File: config.mk
export PLATFORM = sky130hd
export DESIGN_NAME = stream_accumulator_flat
export DESIGN_NICKNAME = d
export VERILOG_FILES = /design/src/rtl/stream_accumulator_if.sv /design/src/rtl/stream_accumulator.sv /design/src/flat_wrapper.sv
export SDC_FILE = /design/constraint.sdc
export NUM_CORES = 1
export LEC_CHECK = 0
export BUFFER_PORTS_ARGS = -buffer_cell sky130_fd_sc_hd__buf_2
export CAP_MARGIN = 20
export CORE_MARGIN = 5
export CORE_UTILIZATION = 40
export CTS_BUF_LIST = sky130_fd_sc_hd__clkbuf_16
export CTS_CLUSTER_SIZE = 25
export DETAILED_ROUTE_END_ITERATION = 6
export GPL_ROUTABILITY_DRIVEN = 1
export PLACE_DENSITY = 0.75
export SLEW_MARGIN = 5
export SYNTH_ARGS = -nofsm -noshare
export SYNTH_HDL_FRONTEND = slang
export SYNTH_SLANG_ARGS = --single-unit
File: constraint.sdc
create_clock -name clk -period 2 [get_ports clk]
set_clock_uncertainty 0.2 [all_clocks]
set_input_delay 0.2 -clock clk [delete_from_list [all_inputs] [get_ports clk]]
set_output_delay 0.2 -clock clk [all_outputs]
set_load 0.01 [all_outputs]
File: src/rtl/stream_accumulator_if.sv
// Stream accumulator bus: operand stream in, adder side-channel, packet result out.
interface stream_accumulator_if #(
    parameter int N     = 16,
    parameter int CNT_W = 8
);
    logic             in_valid;
    logic             in_ready;
    logic [N-1:0]     in_data;
    logic             in_last;

    logic [N-1:0]     add_a;
    logic [N-1:0]     add_b;
    logic [N-1:0]     add_sum;
    logic             add_carry;

    logic             out_valid;
    logic             out_ready;
    logic [N-1:0]     out_sum;
    logic [CNT_W-1:0] out_carries;
    logic [CNT_W-1:0] out_count;

    // Environment side: produces beats, hosts the adder, consumes results.
    modport master (
        output in_valid, in_data, in_last, add_sum, add_carry, out_ready,
        input  in_ready, add_a, add_b, out_valid, out_sum, out_carries, out_count
    );

    // Accumulator side.
    modport slave (
        input  in_valid, in_data, in_last, add_sum, add_carry, out_ready,
        output in_ready, add_a, add_b, out_valid, out_sum, out_carries, out_count
    );
endinterface

File: src/rtl/stream_accumulator.sv
// Packet accumulator front end for an external combinational ripple-carry adder.
// Sums a valid/ready operand stream per packet, counting beats and carry-outs,
// then holds the result on a valid/ready output until it is taken.
module stream_accumulator #(
    parameter int N     = 16,
    parameter int CNT_W = 8
) (
    input  logic                 clk,
    input  logic                 rst,
    stream_accumulator_if.slave  bus
);

    typedef enum logic {
        ACC,
        HOLD
    } state_t;

    localparam logic [CNT_W-1:0] CNT_MAX = {CNT_W{1'b1}};

    state_t           state_q;
    state_t           state_d;
    logic [N-1:0]     acc_q;
    logic [N-1:0]     acc_d;
    logic [CNT_W-1:0] carries_q;
    logic [CNT_W-1:0] carries_d;
    logic [CNT_W-1:0] count_q;
    logic [CNT_W-1:0] count_d;
    logic             accept;
    logic             transfer;

    // Adder operands and result port come straight from the registers.
    assign bus.add_a       = acc_q;
    assign bus.add_b       = bus.in_data;
    assign bus.out_sum     = acc_q;
    assign bus.out_carries = carries_q;
    assign bus.out_count   = count_q;

    // Next-state and handshake decode; counters saturate until the packet clears.
    always_comb begin
        state_d      = state_q;
        acc_d        = acc_q;
        carries_d    = carries_q;
        count_d      = count_q;
        bus.in_ready = 1'b0;
        bus.out_valid = 1'b0;
        accept       = 1'b0;
        transfer     = 1'b0;

        case (state_q)
            ACC: begin
                bus.in_ready = ~rst;
                accept       = bus.in_valid & ~rst;
                if (accept) begin
                    acc_d = bus.add_sum;
                    if (bus.add_carry && (carries_q != CNT_MAX))
                        carries_d = carries_q + CNT_W'(1);
                    if (count_q != CNT_MAX)
                        count_d = count_q + CNT_W'(1);
                    if (bus.in_last)
                        state_d = HOLD;
                end
            end
            HOLD: begin
                bus.out_valid = 1'b1;
                transfer      = bus.out_ready;
                if (transfer) begin
                    acc_d     = '0;
                    carries_d = '0;
                    count_d   = '0;
                    state_d   = ACC;
                end
            end
            default: begin
                state_d = ACC;
            end
        endcase
    end

    // State and datapath registers with synchronous reset discarding any packet.
    always_ff @(posedge clk) begin
        if (rst) begin
            state_q   <= ACC;
            acc_q     <= '0;
            carries_q <= '0;
            count_q   <= '0;
        end else begin
            state_q   <= state_d;
            acc_q     <= acc_d;
            carries_q <= carries_d;
            count_q   <= count_d;
        end
    end

endmodule

File: src/flat_wrapper.sv
// flat-port wrapper written by rule: the top's interface ports become plain ports
module stream_accumulator_flat 
#(
    parameter int N     = 16,
    parameter int CNT_W = 8
)
  (clk, rst, bus_in_valid, bus_in_data, bus_in_last, bus_add_sum, bus_add_carry, bus_out_ready, bus_in_ready, bus_add_a, bus_add_b, bus_out_valid, bus_out_sum, bus_out_carries, bus_out_count);
  stream_accumulator_if #(.N(N), .CNT_W(CNT_W)) bus_i ();
  input  logic clk;
  input  logic rst;
  input wire logic [$bits(bus_i.in_valid)-1:0] bus_in_valid;
  input wire logic [$bits(bus_i.in_data)-1:0] bus_in_data;
  input wire logic [$bits(bus_i.in_last)-1:0] bus_in_last;
  input wire logic [$bits(bus_i.add_sum)-1:0] bus_add_sum;
  input wire logic [$bits(bus_i.add_carry)-1:0] bus_add_carry;
  input wire logic [$bits(bus_i.out_ready)-1:0] bus_out_ready;
  output wire logic [$bits(bus_i.in_ready)-1:0] bus_in_ready;
  output wire logic [$bits(bus_i.add_a)-1:0] bus_add_a;
  output wire logic [$bits(bus_i.add_b)-1:0] bus_add_b;
  output wire logic [$bits(bus_i.out_valid)-1:0] bus_out_valid;
  output wire logic [$bits(bus_i.out_sum)-1:0] bus_out_sum;
  output wire logic [$bits(bus_i.out_carries)-1:0] bus_out_carries;
  output wire logic [$bits(bus_i.out_count)-1:0] bus_out_count;
  assign bus_i.in_valid = bus_in_valid;
  assign bus_i.in_data = bus_in_data;
  assign bus_i.in_last = bus_in_last;
  assign bus_i.add_sum = bus_add_sum;
  assign bus_i.add_carry = bus_add_carry;
  assign bus_i.out_ready = bus_out_ready;
  assign bus_in_ready = bus_i.in_ready;
  assign bus_add_a = bus_i.add_a;
  assign bus_add_b = bus_i.add_b;
  assign bus_out_valid = bus_i.out_valid;
  assign bus_out_sum = bus_i.out_sum;
  assign bus_out_carries = bus_i.out_carries;
  assign bus_out_count = bus_i.out_count;
  stream_accumulator #(.N(N), .CNT_W(CNT_W)) u_core (.clk(clk), .rst(rst), .bus(bus_i));
endmodule
# Word-level counts from Yosys, hierarchy flattened

Index checks and enable logic that the tools add are counted.

Register bits: 33
Bits of input ports: 38
Word-level logic and storage cells: 35
Output and inout port bits: 66

Multiplexer cells: 16
$add $sub $neg: 2
Reductions and logical operators: 4
Eq/ne operators: 6
Bitwise logic cells: 3

Operators with widths:

| kind                                                   | count |
|---|---|
| 2-to-1 mux 8 bit                                       | 5 |
| 2-to-1 mux 16 bit                                      | 2 |
| case mux 16 bit (2 select lines)                       | 1 |
| case mux 8 bit (2 select lines)                        | 2 |
| adder 8 x 1 -> 8 bit (second input constant)           | 2 |
| inequality test 8 bit (second input constant)          | 2 |
| inequality test 2 x 1 -> 1 bit (second input constant) | 3 |
| AND reduction 3 bit                                    | 2 |
| 2-to-1 mux 1 bit                                       | 5 |
| inequality test 2 bit (second input constant)          | 1 |
| inverter 1 bit                                         | 2 |
| case mux 1 bit (2 select lines)                        | 1 |
| AND reduction 2 bit                                    | 1 |
| AND 1 bit                                              | 1 |
| logical AND 1 bit                                      | 1 |

# Longest topological paths before layout

Word-level depth: 5
Gate-level depth with buffers: 7
Gate-level depth less buffers: 5

# Worst setup path before layout

No wires, ideal clock.

Path type: register -> register
Start point: reg u_core.count_q[0] (netlist: u_core.bus.out_count[0])
End point: reg u_core.count_q[5] (netlist: u_core.bus.out_count[5])
Data arrival time: 1,557 ps
Library setup time: 71 ps
Slack: 173 ps
Clock period less this slack: 1,827 ps
Required time: 1,729 ps
Path buffers: 1
Stages on the path, launching flop included: 7
Path through: dfxtp_1 -> ha_1 -> nand4b_1 -> o22ai_1 -> buf_2 -> or4_1 -> a21oi_1

Word-level cells in the longest chain between the ends: 4
Elaborated cells between the ends (all ways): 7
Those cells by class: 1 x add/sub; 2 x eq/ne; 3 x mux; 1 x reduce/logical

RTL lines:

| element                         | RTL line                 | RTL |
|---|---|---|
| start: declaration              | stream_accumulator.sv:26 | `logic [CNT_W-1:0] count_q;` |
| start signal: assignment        | stream_accumulator.sv:90 | `count_q <= count_d;` |
| adder 8 x 1 -> 8 bit            | stream_accumulator.sv:58 | `count_d = count_q + CNT_W'(1);` |
| 2-to-1 mux 8 bit                | stream_accumulator.sv:57 | `if (count_q != CNT_MAX)` |
| 2-to-1 mux 8 bit                | stream_accumulator.sv:53 | `if (accept) begin` |
| case mux 8 bit (2 select lines) | stream_accumulator.sv:49 | `case (state_q)` |

Parallel ways exist; a longest one is shown, timed or not. The select of a mux whose other input is x is not followed.
A chain may end at the register's enable or synchronous reset.

# Worst setup path after layout

Start point: reg u_core.state_q
End point: reg u_core.carries_q[2] (netlist: u_core.bus.out_carries[2])

Word-level cells in the longest chain between the ends: 3
Elaborated cells between the ends (all ways): 6
Those cells by class: 3 x eq/ne; 1 x mux; 1 x bitwise; 1 x reduce/logical

RTL lines:

| element                                         | RTL line                 | RTL |
|---|---|---|
| start: declaration                              | stream_accumulator.sv:20 | `state_t state_q;` |
| start signal: assignment                        | stream_accumulator.sv:87 | `state_q <= state_d;` |
| inverter 1 bit                                  | stream_accumulator.sv:49 |  |
| inequality test 2 x 1 -> 1 bit (no source line) | --                       |  |
| AND reduction 3 bit (no source line)            | --                       |  |
| end signal: assignment                          | stream_accumulator.sv:89 | `carries_q <= carries_d;` |
| end: declaration                                | stream_accumulator.sv:24 | `logic [CNT_W-1:0] carries_q;` |

Parallel ways exist; a longest one is shown, timed or not.

==> results.md <==
* Status: finished clean
* Placer's final routability congestion estimate at 0.888
* Final worst path period share at 92.8%
* Final Max Tran Viols at 0
* First-pass GRT wire length at 6850 um
* Cells after Synth at 212
* Final nets at 317
* Mean post-synth cell area at 8.15 um2
* DRT Pass-1 Iters at 4
* Post-CTS Resized at 0
* Switching share of power at 22.1%
* Post-detail-place hpwl at 3150 um
* Worst VDD drop at 0.400 mV
* RSZ-0062 raised after global routing: no
* Psw at 0.385 mW
* CTS clk-pin slew, worst paths at 50 ps
* Min Tclk post-route at 1860 ps
* Synth Register Bits at 33
* Multi-input logic area at 762 um2
* Register area share after synthesis at 38.2%
* # DRC at 0
* Crit path kind: reg -> reg
* Clk_lat worst skew at 270 ps
* Vias in the first global route at 1514
* Core Area at 4260 um2
* Synth Cell Area at 1730 um2
* Die Wd at 75.7 um
* Clk root buf: clkbuf_16
* Boundary Pins at 104
* Syn nets at 252
* Worst Setup Start Kind: flop
* Final Hold Fails at 0
* Max Root-Sink Buffers at 2
* Largest net degree at the start of global routing at 27
* Pwr Total at 1.74 mW
* Global routing's busiest layer: met2
* Sequential cell area at 661 um2
* CTS Buf Count at 5
* Die height at 75.7 um
* Yosys cell types at 35
* Initial DRC Count at 45
* Met1 usage at 17.5%
* ANT cells at 0
* CTS tree: built
* Vias per cell at 5.11
* Sequential share of power at 39.9%
* Yosys Warn Count at 0
* Initial antenna violation count at 0
* Commonest non-fill, non-tap cells in the layout: buf_2 (71), nand3_1 (33), dfxtp_1 (33)
* Layout cells sized above 1 at 34.9%
* H-tree Lvls at 2
* Max Cap Violations at 0
* Total Routing Usage GR at 15.8%
* Drt total wl at 4550 um
* Crit. End Element: flop
* Post-CTS setup buffers at 0
* Critical Path AT at 1860 ps
* Max Clk Rate at 0.539 GHz
* Routed wire per std cell at 13.8 um
* Commonest non-fill, non-tap cell in the layout: buf_2
* Leakage at 1.04 nW
* # rows at 24
* Starting Density at 40.5%
* DR vias at 1687
* CP max FO at 9
* Fillers at 392
* Met3 Resource Use GR at 4.88%
* Cell internal pwr at 1.36 mW
* Clk sinks at 33
* Setup TNS at 0 ps
* Rel. slew slack at 77.9%
* Hold Crit Class: in -> reg
* Die area at 5730 um2
* Comb power frac at 11.9%
* Clock network power share at 48.2%
* CP required at 2000 ps
* Least-Margin Pin Slew at 331 ps
* Final ANT Viol Nets at 0
* Met2 Use GR at 27.3%
* Power Density at 764 nW/um2
* Overflow left after global routing at 0
* Layout area overhead at 31.9%
* Port-buffer cells at 71
* Setup-failing EPs final at 0
## kinds of logic (layout without fill, tap and decap cells)
kind of cell             count (synthesis)  count (layout)  share of synthesized area [%]
adder cells (fa/ha/maj)                  2               2                           1.45
flip-flops                              33              33                           38.2
multiplexers                             1               1                          0.652
AO/OA/AOI/OAI                           42              42                           15.0
XOR/XNOR                                 2               2                           1.01
AND/OR/NAND/NOR                         87              87                           26.0
buffers and inverters                   45             111                           17.7
## worst paths after layout
check                      startpoint                         to  slack (ps)  cells after the start
setup / recovery       u_core.state_q  u_core.bus.out_carries[2]         140                      5
setup reg to reg       u_core.state_q  u_core.bus.out_carries[2]         140                      5
hold reg to reg   u_core.bus.add_a[8]        u_core.bus.add_a[8]         280                      2
hold / removal          bus_out_ready             u_core.state_q          80                      3
## sequential cells by signal, summed over array words and instances, names as in the netlist
signal	flops
u_core.bus.add_a	16
u_core.bus.out_carries	8
u_core.bus.out_count	8
u_core.state_q	1
## area by class of cell
cell class	count	share of cell area (%)
Sequential cell	33	29.0
Inverter	2	0.329
Tap cell	52	2.86
Clock inverter	3	1.65
Timing Repair Buffer	101	27.2
Multi-Input combinational cell	134	33.4
Clock buffer	5	5.49
## cells in the mapped netlist, drive strengths merged
cell | count | area [um2]
buf | 36 | 272
dfxtp | 33 | 661
nand3 | 33 | 165
a21oi | 25 | 125
nand2 | 23 | 86.3
nor2 | 8 | 30.0
clkbuf | 7 | 26.3
or3 | 7 | 43.8
o211ai | 5 | 51.3
o21ai | 4 | 20.0
and2 | 2 | 12.5
ha | 2 | 25.0
inv | 2 | 7.51
nand4 | 2 | 12.5
nand4b | 2 | 17.5
o22ai | 2 | 12.5
o31ai | 2 | 15.0
or3b | 2 | 17.5
or4 | 2 | 15.0
xor2 | 2 | 17.5
a22oi | 1 | 7.51
a31o | 1 | 8.76
a41o | 1 | 10.0
and3 | 1 | 6.26
mux2 | 1 | 11.3
nand2b | 1 | 6.26
nand3b | 1 | 7.51
nor3b | 1 | 12.5
o221ai | 1 | 8.76
or2 | 1 | 6.26
or4b | 1 | 10.0
## through the flow
stage	hold slack, ps	setup WS, ps	instances	area [um2]	utilization (%)
3_5_place_dp	200	185	306	1960	45.9
3_3_place_gp	200	254	306	1960	45.9
2_1_floorplan	136	173	212	1730	-
4_1_cts	67.0	164	330	2280	53.4
5_1_grt	90.6	40.1	330	2280	53.4
6_report	77.5	145	330	2280	53.4
## per-layer routing
metal / vias to the layer above / wire length (um)
met1: 762 / 1900
met5: - / 0
met3: 6 / 400
met4: 0 / 68
li1: 850 / -
met2: 69 / 2180
## what timing repair did
action	CTS	global route
hold buffers	16	0
endpoints found under the hold margin	16	0
endpoints found under the setup margin	0	0
## power by group through the flow
stage	clock, mW	combinational (mW)	sequential (mW)
floorplan	0	0.138	0.719
global placement	0	0.181	0.707
detailed placement	0	0.182	0.709
CTS	0.859	0.207	0.695
global route	0.885	0.229	0.698
finish	0.839	0.206	0.695
## worst max-delay path, cell delays in order (launching register included)
cell	delay, ps
dfxtp_1	370
nor3b_2	260
buf_4	220
o211ai_4	90
or4b_1	500
a21oi_1	150
Note: power is estimated with default switching activity, not from simulation.
